[config.mk]
export PLATFORM = sky130hd
export DESIGN_NAME = ntt_job_sched_flat
export DESIGN_NICKNAME = d
export VERILOG_FILES = /design/src/rtl/ntt_job_sched_pkg.sv /design/src/rtl/ntt_job_sched_if.sv /design/src/rtl/ntt_job_sched_idx_gen.sv /design/src/rtl/ntt_job_sched.sv /design/src/flat_wrapper.sv
export SDC_FILE = /design/constraint.sdc
export NUM_CORES = 1
export LEC_CHECK = 0
export ABC_AREA = 1
export BUFFER_PORTS_ARGS = -buffer_cell sky130_fd_sc_hd__buf_2
export CAP_MARGIN = 20
export CORE_ASPECT_RATIO = 1.1
export CORE_MARGIN = 5
export CORE_UTILIZATION = 30
export DETAILED_ROUTE_END_ITERATION = 10
export PLACE_DENSITY = 0.61
export SYNTH_ARGS = -nofsm -noshare
export SYNTH_HDL_FRONTEND = slang
export SYNTH_SLANG_ARGS = --single-unit
export TNS_END_PERCENT = 50
[constraint.sdc]
create_clock -name clk_i -period 6.7 [get_ports clk_i]
set_input_delay 1.34 -clock clk_i [delete_from_list [all_inputs] [get_ports clk_i]]
set_output_delay 1.34 -clock clk_i [all_outputs]
set_load 0.1 [all_outputs]
[src/rtl/ntt_job_sched_pkg.sv]
// ntt_job_sched_pkg: shared types and constants for the NTT job sequencer.
package ntt_job_sched_pkg;
    localparam int ML_KEM_K = 3;
    typedef enum logic [1:0] {OP_NTT_VEC, OP_MATVEC, OP_INNER} sched_op_t;
    typedef enum logic {NTT_A, PWM_AB} ntt_mode_t;
    typedef enum logic [2:0] {S_IDLE, S_ISSUE, S_WAIT, S_COMMIT, S_DONE} sched_state_t;
endpackage

[src/rtl/ntt_job_sched_if.sv]
// ntt_job_sched_if: job control, wrapper handshake and commit strobes of the NTT job sequencer.
interface ntt_job_sched_if
    import ntt_job_sched_pkg::*;
#(
    parameter int IDX_W = 4
);
    logic             start_i;
    sched_op_t        op_i;
    logic             abort_i;
    logic             ntt_done_i;
    logic             ntt_run_o;
    ntt_mode_t        ntt_mode_o;
    logic [IDX_W-1:0] idx_a_o;
    logic [IDX_W-1:0] idx_b_o;
    logic             res_valid_o;
    logic [IDX_W-1:0] res_idx_o;
    logic             acc_first_o;
    logic             row_last_o;
    logic             busy_o;
    logic             done_o;
    logic             err_o;

    modport master (
        output start_i, op_i, abort_i, ntt_done_i,
        input  ntt_run_o, ntt_mode_o, idx_a_o, idx_b_o, res_valid_o, res_idx_o,
               acc_first_o, row_last_o, busy_o, done_o, err_o
    );
    modport slave (
        input  start_i, op_i, abort_i, ntt_done_i,
        output ntt_run_o, ntt_mode_o, idx_a_o, idx_b_o, res_valid_o, res_idx_o,
               acc_first_o, row_last_o, busy_o, done_o, err_o
    );
endinterface

[src/rtl/ntt_job_sched_idx_gen.sv]
// ntt_job_sched_idx_gen: row/column job counters with wrap and last-job detection.
module ntt_job_sched_idx_gen
    import ntt_job_sched_pkg::*;
#(
    parameter int K  = ML_KEM_K,
    parameter int CW = (K > 1) ? $clog2(K) : 1
) (
    input  logic          clk_i,
    input  logic          rst_n_i,
    input  logic          clr_i,
    input  logic          adv_i,
    input  sched_op_t     op_i,
    output logic [CW-1:0] i_o,
    output logic [CW-1:0] j_o,
    output logic          last_o
);
    logic [CW-1:0] i_q, i_d, j_q, j_d;
    logic          vec, i_end, j_end, wrap;

    // Finishing the last job clears the counters so they never pass K-1.
    always_comb begin
        vec    = op_i == OP_NTT_VEC;
        i_end  = i_q == CW'(K - 1);
        j_end  = j_q == CW'(K - 1);
        last_o = vec ? i_end : (op_i == OP_MATVEC) ? (i_end && j_end) : j_end;
        wrap   = clr_i || (adv_i && last_o);
        i_d    = wrap ? '0 : (adv_i && (vec || j_end)) ? i_q + CW'(1) : i_q;
        j_d    = wrap ? '0 : (adv_i && !vec) ? (j_end ? '0 : j_q + CW'(1)) : j_q;
    end

    always_ff @(posedge clk_i or negedge rst_n_i) begin
        if (!rst_n_i) begin
            i_q <= '0;
            j_q <= '0;
        end else begin
            i_q <= i_d;
            j_q <= j_d;
        end
    end

    assign i_o = i_q;
    assign j_o = j_q;
endmodule

[src/rtl/ntt_job_sched.sv]
// ntt_job_sched: drives one shared NTT wrapper through NTT-vector, matrix-vector and inner-product jobs.
module ntt_job_sched
    import ntt_job_sched_pkg::*;
#(
    parameter int K     = ML_KEM_K,
    parameter int IDX_W = $clog2(K * K)
) (
    input logic            clk_i,
    input logic            rst_n_i,
    ntt_job_sched_if.slave bus
);
    localparam int CW = (K > 1) ? $clog2(K) : 1;

    sched_state_t  state_q, state_d;
    sched_op_t     op_q, op_d;
    logic          err_q, err_d;
    logic          clr, adv, last, vec, com;
    logic [CW-1:0] i, j;

    ntt_job_sched_idx_gen #(.K(K), .CW(CW)) u_idx (
        .clk_i  (clk_i),
        .rst_n_i(rst_n_i),
        .clr_i  (clr),
        .adv_i  (adv),
        .op_i   (op_q),
        .i_o    (i),
        .j_o    (j),
        .last_o (last)
    );

    always_comb begin
        state_d = state_q;
        op_d    = op_q;
        err_d   = err_q | (bus.ntt_done_i && state_q != S_WAIT);
        clr     = 1'b0;
        adv     = 1'b0;
        case (state_q)
            S_IDLE: if (bus.start_i) begin
                op_d    = bus.op_i;
                clr     = 1'b1;
                err_d   = 1'b0;
                state_d = (bus.op_i inside {OP_NTT_VEC, OP_MATVEC, OP_INNER}) ? S_ISSUE : S_DONE;
            end
            S_ISSUE:  state_d = S_WAIT;
            S_WAIT:   if (bus.ntt_done_i) state_d = S_COMMIT;
            S_COMMIT: begin
                adv     = 1'b1;
                state_d = last ? S_DONE : S_ISSUE;
            end
            S_DONE:   state_d = S_IDLE;
            default:  state_d = S_IDLE;
        endcase
        // Abort overrides any simultaneous wrapper done or commit advance.
        if (bus.abort_i && state_q != S_IDLE) begin
            state_d = S_IDLE;
            clr     = 1'b1;
            adv     = 1'b0;
        end
    end

    always_ff @(posedge clk_i or negedge rst_n_i) begin
        if (!rst_n_i) begin
            state_q <= S_IDLE;
            op_q    <= OP_NTT_VEC;
            err_q   <= 1'b0;
        end else begin
            state_q <= state_d;
            op_q    <= op_d;
            err_q   <= err_d;
        end
    end

    assign vec             = op_q == OP_NTT_VEC;
    assign com             = state_q == S_COMMIT;
    assign bus.ntt_run_o   = state_q == S_ISSUE;
    assign bus.ntt_mode_o  = vec ? NTT_A : PWM_AB;
    assign bus.idx_a_o     = (op_q == OP_MATVEC) ? IDX_W'(i) * IDX_W'(K) + IDX_W'(j)
                                                 : vec ? IDX_W'(i) : IDX_W'(j);
    assign bus.idx_b_o     = vec ? '0 : IDX_W'(j);
    assign bus.res_valid_o = com;
    assign bus.res_idx_o   = (op_q == OP_INNER) ? '0 : IDX_W'(i);
    assign bus.acc_first_o = com && (vec || j == '0);
    assign bus.row_last_o  = com && (vec || j == CW'(K - 1));
    assign bus.busy_o      = state_q != S_IDLE;
    assign bus.done_o      = state_q == S_DONE;
    assign bus.err_o       = err_q;
endmodule
[src/flat_wrapper.sv]
// flat-port wrapper written by rule: the top's interface ports become plain ports
module ntt_job_sched_flat import ntt_job_sched_pkg::*;
#(
    parameter int K     = ML_KEM_K,
    parameter int IDX_W = $clog2(K * K)
)
  (clk_i, rst_n_i, bus_start_i, bus_op_i, bus_abort_i, bus_ntt_done_i, bus_ntt_run_o, bus_ntt_mode_o, bus_idx_a_o, bus_idx_b_o, bus_res_valid_o, bus_res_idx_o, bus_acc_first_o, bus_row_last_o, bus_busy_o, bus_done_o, bus_err_o);
  ntt_job_sched_if #(.IDX_W(IDX_W)) bus_i ();
  input logic clk_i;
  input logic rst_n_i;
  input wire logic [$bits(bus_i.start_i)-1:0] bus_start_i;
  input wire logic [$bits(bus_i.op_i)-1:0] bus_op_i;
  input wire logic [$bits(bus_i.abort_i)-1:0] bus_abort_i;
  input wire logic [$bits(bus_i.ntt_done_i)-1:0] bus_ntt_done_i;
  output wire logic [$bits(bus_i.ntt_run_o)-1:0] bus_ntt_run_o;
  output wire logic [$bits(bus_i.ntt_mode_o)-1:0] bus_ntt_mode_o;
  output wire logic [$bits(bus_i.idx_a_o)-1:0] bus_idx_a_o;
  output wire logic [$bits(bus_i.idx_b_o)-1:0] bus_idx_b_o;
  output wire logic [$bits(bus_i.res_valid_o)-1:0] bus_res_valid_o;
  output wire logic [$bits(bus_i.res_idx_o)-1:0] bus_res_idx_o;
  output wire logic [$bits(bus_i.acc_first_o)-1:0] bus_acc_first_o;
  output wire logic [$bits(bus_i.row_last_o)-1:0] bus_row_last_o;
  output wire logic [$bits(bus_i.busy_o)-1:0] bus_busy_o;
  output wire logic [$bits(bus_i.done_o)-1:0] bus_done_o;
  output wire logic [$bits(bus_i.err_o)-1:0] bus_err_o;
  assign bus_i.start_i = bus_start_i;
  assign bus_i.op_i = bus_op_i;
  assign bus_i.abort_i = bus_abort_i;
  assign bus_i.ntt_done_i = bus_ntt_done_i;
  assign bus_ntt_run_o = bus_i.ntt_run_o;
  assign bus_ntt_mode_o = bus_i.ntt_mode_o;
  assign bus_idx_a_o = bus_i.idx_a_o;
  assign bus_idx_b_o = bus_i.idx_b_o;
  assign bus_res_valid_o = bus_i.res_valid_o;
  assign bus_res_idx_o = bus_i.res_idx_o;
  assign bus_acc_first_o = bus_i.acc_first_o;
  assign bus_row_last_o = bus_i.row_last_o;
  assign bus_busy_o = bus_i.busy_o;
  assign bus_done_o = bus_i.done_o;
  assign bus_err_o = bus_i.err_o;
  ntt_job_sched #(.K(K), .IDX_W(IDX_W)) u_core (.clk_i(clk_i), .rst_n_i(rst_n_i), .bus(bus_i));
endmodule
== Word-level counts from Yosys, hierarchy flattened ==
Cells that the tools add are included.
Cells by class
  add/subtract/negate cells: 3
  reductions and logical operators: 22
  bitwise operators: 1
  multiply operators: 1
  equal/unequal tests: 13
  mux-type cells: 25
Operator list (number)
  two-way mux 2 bit: 8
  two-way mux 3 bit: 5
  one-hot mux 3 bit (4 select lines): 1
  two-way mux 1 bit: 10
  != test 3 x 2 -> 1 bit (second input constant): 3
  == test 2 bit (second input constant): 4
  logical AND 1 bit: 8
  == test 3 x 2 -> 1 bit (second input constant): 2
  zero test 2 bit: 3
  nonzero test 3 bit: 2
  adder 2 x 1 -> 2 bit (second input constant): 2
  adder 4 x 2 -> 4 bit: 1
  == test 2 x 1 -> 1 bit (second input constant): 2
  multiplier 2 x 2 -> 4 bit (second input constant): 1
  two-way mux 4 bit: 1
  AND reduction 2 bit: 2
  nonzero test 2 bit: 2
  == test 3 x 1 -> 1 bit (second input constant): 1
  == test 3 bit (second input constant): 1
  zero test 3 bit: 1
  logical OR 1 bit: 3
  zero test 1 bit: 1
  OR 1 bit: 1
Word-level totals
  register bits: 10
  input port bits: 7
  logic and storage cells: 70
  output and inout port bits: 20

== Logic depth before layout (Yosys ltp) ==
  word-level depth: 7
  mapped depth: 8
  depth with buffers taken out: 8

== Hierarchy ==
From an unflattened synthesis, not the netlist that was laid out.
Unflattened totals
  cell total of the unflattened synthesis: 130
  area total of the unflattened synthesis: 859.6 um^2
Modules (own cells, without submodules)
  ntt_job_sched: seq. area each 150.1 um^2, area an instance 561.8 um^2, times used 1, cells an instance 89
  ntt_job_sched_idx_gen: seq. area each 100.1 um^2, area an instance 297.8 um^2, times used 1, cells an instance 41

== Worst setup path after synthesis ==
Ideal clock, no wire load.
  path type: flip-flop to output port
  start: reg u_core.u_idx.j_q[1] (netlist: u_core.u_idx.j_o[1])
  end: out bus_idx_a_o[2]
  required time: 5.360 ns
  data arrival time: 2.931 ns
  path slack: 2.429 ns
  buffers on the path: 0
  stages on the path, launching flop included: 8
  cell sequence: dfrtp_1 > inv_1 > fa_1 > inv_1 > ha_1 > inv_1 > fa_1 > nor2_1
Between the ends
  cells in the longest elaborated chain, start to end: 2
Ends and longest elaborated chain
  start, declared: RTL line ntt_job_sched_idx_gen.sv:17  | logic [CW-1:0] i_q, i_d, j_q, j_d;
  start signal, assigned: RTL line ntt_job_sched_idx_gen.sv:37  | j_q <= j_d;
  adder 4 x 2 -> 4 bit: RTL line ntt_job_sched.sv:77  | assign bus.idx_a_o = (op_q == OP_MATVEC) ? IDX_W'(i) * IDX_W'(K) + IDX_W'(j)
  two-way mux 4 bit: RTL line ntt_job_sched.sv:77
  end, declared: RTL line flat_wrapper.sv:17  | output wire logic [$bits(bus_i.idx_a_o)-1:0] bus_idx_a_o;
Every way passes these cells.

== Worst setup path in the final report ==
Same ends and word-level chain as after synthesis.

==> results_dict.tcl <==
set metrics [dict create \
    finalMaxSlewViolations 0 \
    pwr-share-comb_pct 67.7 \
    async_reset_ff_share_pct 100 \
    ctsHoldBuffers 0 \
    vias_per_cell 4.57 \
    drt_first_pass_iters 4 \
    std_cell_rows 19 \
    synthXorXnorAreaFrac_pct 0 \
    switching_share_pct 64.1 \
    maxCapViolCount 0 \
    wl_per_cell_um 10.6 \
    io_pins 27 \
    antenna_found_initial 0 \
    fmaxAchievable_mhz 259 \
    startpoint_type "flip-flop" \
    synth_top_family_by_area "simple AND/OR/NAND/NOR gates" \
    finalSetupViolations 0 \
    synthMuxAreaShare_pct 0 \
    wl_met3_um 162 \
    crit_arrival_ps 2510 \
    ctsResizeCount 0 \
    cts_tree "done" \
    syn_inst 118 \
    h-tree-depth 1 \
    wl_met2_um 842 \
    path_class "reg2out" \
    synth_cell_types 21 \
    switchingPower_uw 295 \
    synth_flop_cell "dfrtp_1" \
    synth_edf_count 0 \
    rsz0062_at_grt "false" \
    num_antenna_cells 0 \
    path_max_fanout 5 \
    fin_skew_ps 0.295 \
    powerDensity_mw_per_mm2 470 \
    yosys-top-cells-area "dfrtp_1, nand2_1, inv_1, nor2_1, nand3_1" \
    start_util_pct 32.0 \
    die_x_um 59.6 \
    highest_layer "met4" \
    yosysTopAreaCellShare_pct 30.8 \
    wl_met1_um 817 \
    drt_iter0_drc 26 \
    cts_inserted_buffers 3 \
    dieArea_mm2 0.00385 \
    p_clk_share_pct 11.7 \
    yosysTopAreaCell "dfrtp_1" \
    end_kind "output pin" \
    seqPwrFrac_pct 20.6 \
    area_growth_pct 20.5 \
    clockBufferDepth 2 \
    power.internal_uw 165 \
    min_path_type "reg2reg" \
    crit_slowest_cell "fa_1" \
    ys_ff_latch 10 \
    synth_adder_area_share_pct 9.54 \
    min_from "u_core.bus.err_o" \
    fin_crit_sh_pct 57.5 \
    final_antenna_net_count 0 \
    overflow 0 \
    cts.sinks 10 \
    vdd_drop_max_mv 0.299 \
    fin_ws_ps 2850 \
    fin_setup_tns_ps 0 \
    crit_path_max_incr_delay_ps 530 \
    min_period_ps 3850 \
    dr_total_vias 796 \
    yosys.area_share.simple_pct 37.7 \
    grt_usage_pct 10.7 \
    portBuffers 22 \
    hold_viol 0 \
    core_area_mm2 0.00254 \
    grt_pass1_wl_mm 3.24 \
    power.leakage_uw 0.000575 \
    synth_common_cells "nand2_1, inv_1, nor2_1" \
    die_height_um 64.6 \
    status "completed" \
    grt_pass1_vias 790 \
    r2r_start "u_core.u_idx.i_o[0]" \
    path_clk_slew_ps 70 \
    post_cts.repair.setup_buffers 0 \
    totalWireLength_mm 1.84 \
    drive_gt1_share_pct 27.3 \
    yosysWarnings 0 \
    final_nets 156 \
    place_hpwl_mm 1.52 \
    clk_latency_ps 260 \
    ys_seq_area_share_pct 30.8 \
    synth_compound_area_share_pct 7.69 \
    gp_congestion 0.871 \
    grt_max_degree 11 \
    place_ws_ps 3110 \
    synth_most_common_cell "nand2_1" \
    cp-startpoint "u_core.u_idx.j_o[1]" \
    crit_top_cell "inv_1" \
    path_cells "inv_1, fa_1, inv_1, ha_1, inv_1, fa_1, nor2_1, buf_2" \
    avgSynthCellArea_um2 6.89 \
    drc_errors 0 \
    worstPathRequired_ps 5360 \
    syn_area_um2 813 \
    ctsRootBufferMaster "clkbuf_4" \
]
[through the flow]
stage | area, um2 | hold slack (ps) | utilization (%) | total power (uW) | std cells
after floorplan | 825 | 541 | - | 361 | 121
after global routing | 980 | 560 | 38.5 | 496 | 174
final | 980 | 509 | 38.5 | 460 | 174
after detailed placement | 943 | 489 | 37.1 | 408 | 170
after CTS | 980 | 518 | 38.5 | 464 | 174
after global placement | 943 | 482 | 37.1 | 407 | 170
[sequential cells by signal, indices dropped and copies added (netlist names)]
register          cells
u_core.u_idx.i_o      2
u_core.op_q           2
u_core.u_idx.j_o      2
u_core.state_q        3
u_core.bus.err_o      1
[worst max-delay path, delay by kind of cell, from the launching register on]
family	cells	cell delay [ps]
DFF	1	400
and+or+nand+nor	1	100
adders and majority gates	3	1110
buffers and inverters	4	630
[placed cells by master, fill, tap and decap left out]
cell type,count
nor2_2,2
buf_2,22
or2_2,2
nand3_1,10
nor2_4,1
clkbuf_4,3
inv_2,2
a21oi_1,5
inv_1,20
o221ai_1,2
nand2_4,1
nand2_2,4
nand3_2,1
ha_1,3
o21ai_0,4
nand4_1,2
nand2_1,24
clkbuf_8,1
nor2_1,17
conb_1,4
nand3b_1,1
dfrtp_1,10
fa_1,2
[layout make-up]
cell class | instances | area, um2
clock buffer | 4 | 36.3
fill | 283 | 1560
inverter | 22 | 82.6
multi-input combinational | 85 | 462
sequential | 10 | 250
tap | 31 | 38.8
timing repair buffer | 22 | 110
[power by group through the flow]
stage,clock network [uW],logic (uW),registers [uW]
after global routing,60.8,337,97.6
after global placement,0,311,95.7
final,53.8,311,94.9
after detailed placement,0,312,95.9
after CTS,55.1,314,95.0
after floorplan,0,246,116
[worst paths after layout]
kind	to	slack, ps	depth (start not counted)
worst max-delay path	bus_idx_a_o[2]	2850	8
worst min-delay path	u_core.bus.err_o	510	2
worst max register to register	u_core.u_idx.j_o[0]	5270	8
worst min register to register	u_core.bus.err_o	510	2
max in group asynchronous	u_core.bus.err_o	5580	1
min in group asynchronous	u_core.state_q[1]	930	1
[layer usage]
layer  GRT usage, %  vias to the layer above
met5              0                        -
li1               -                      408
met4           4.99                        0
met3           2.18                        2
met2           17.3                       28
met1           13.3                      358
[logic make-up after synthesis]
kind of cell | count (synthesis)
DFF | 10
AOI/OAI and AO/OA | 11
buffers and inverters | 26
and+or+nand+nor | 65
adders and majority gates | 5
other | 1
Power figures use the tool's default switching activity.
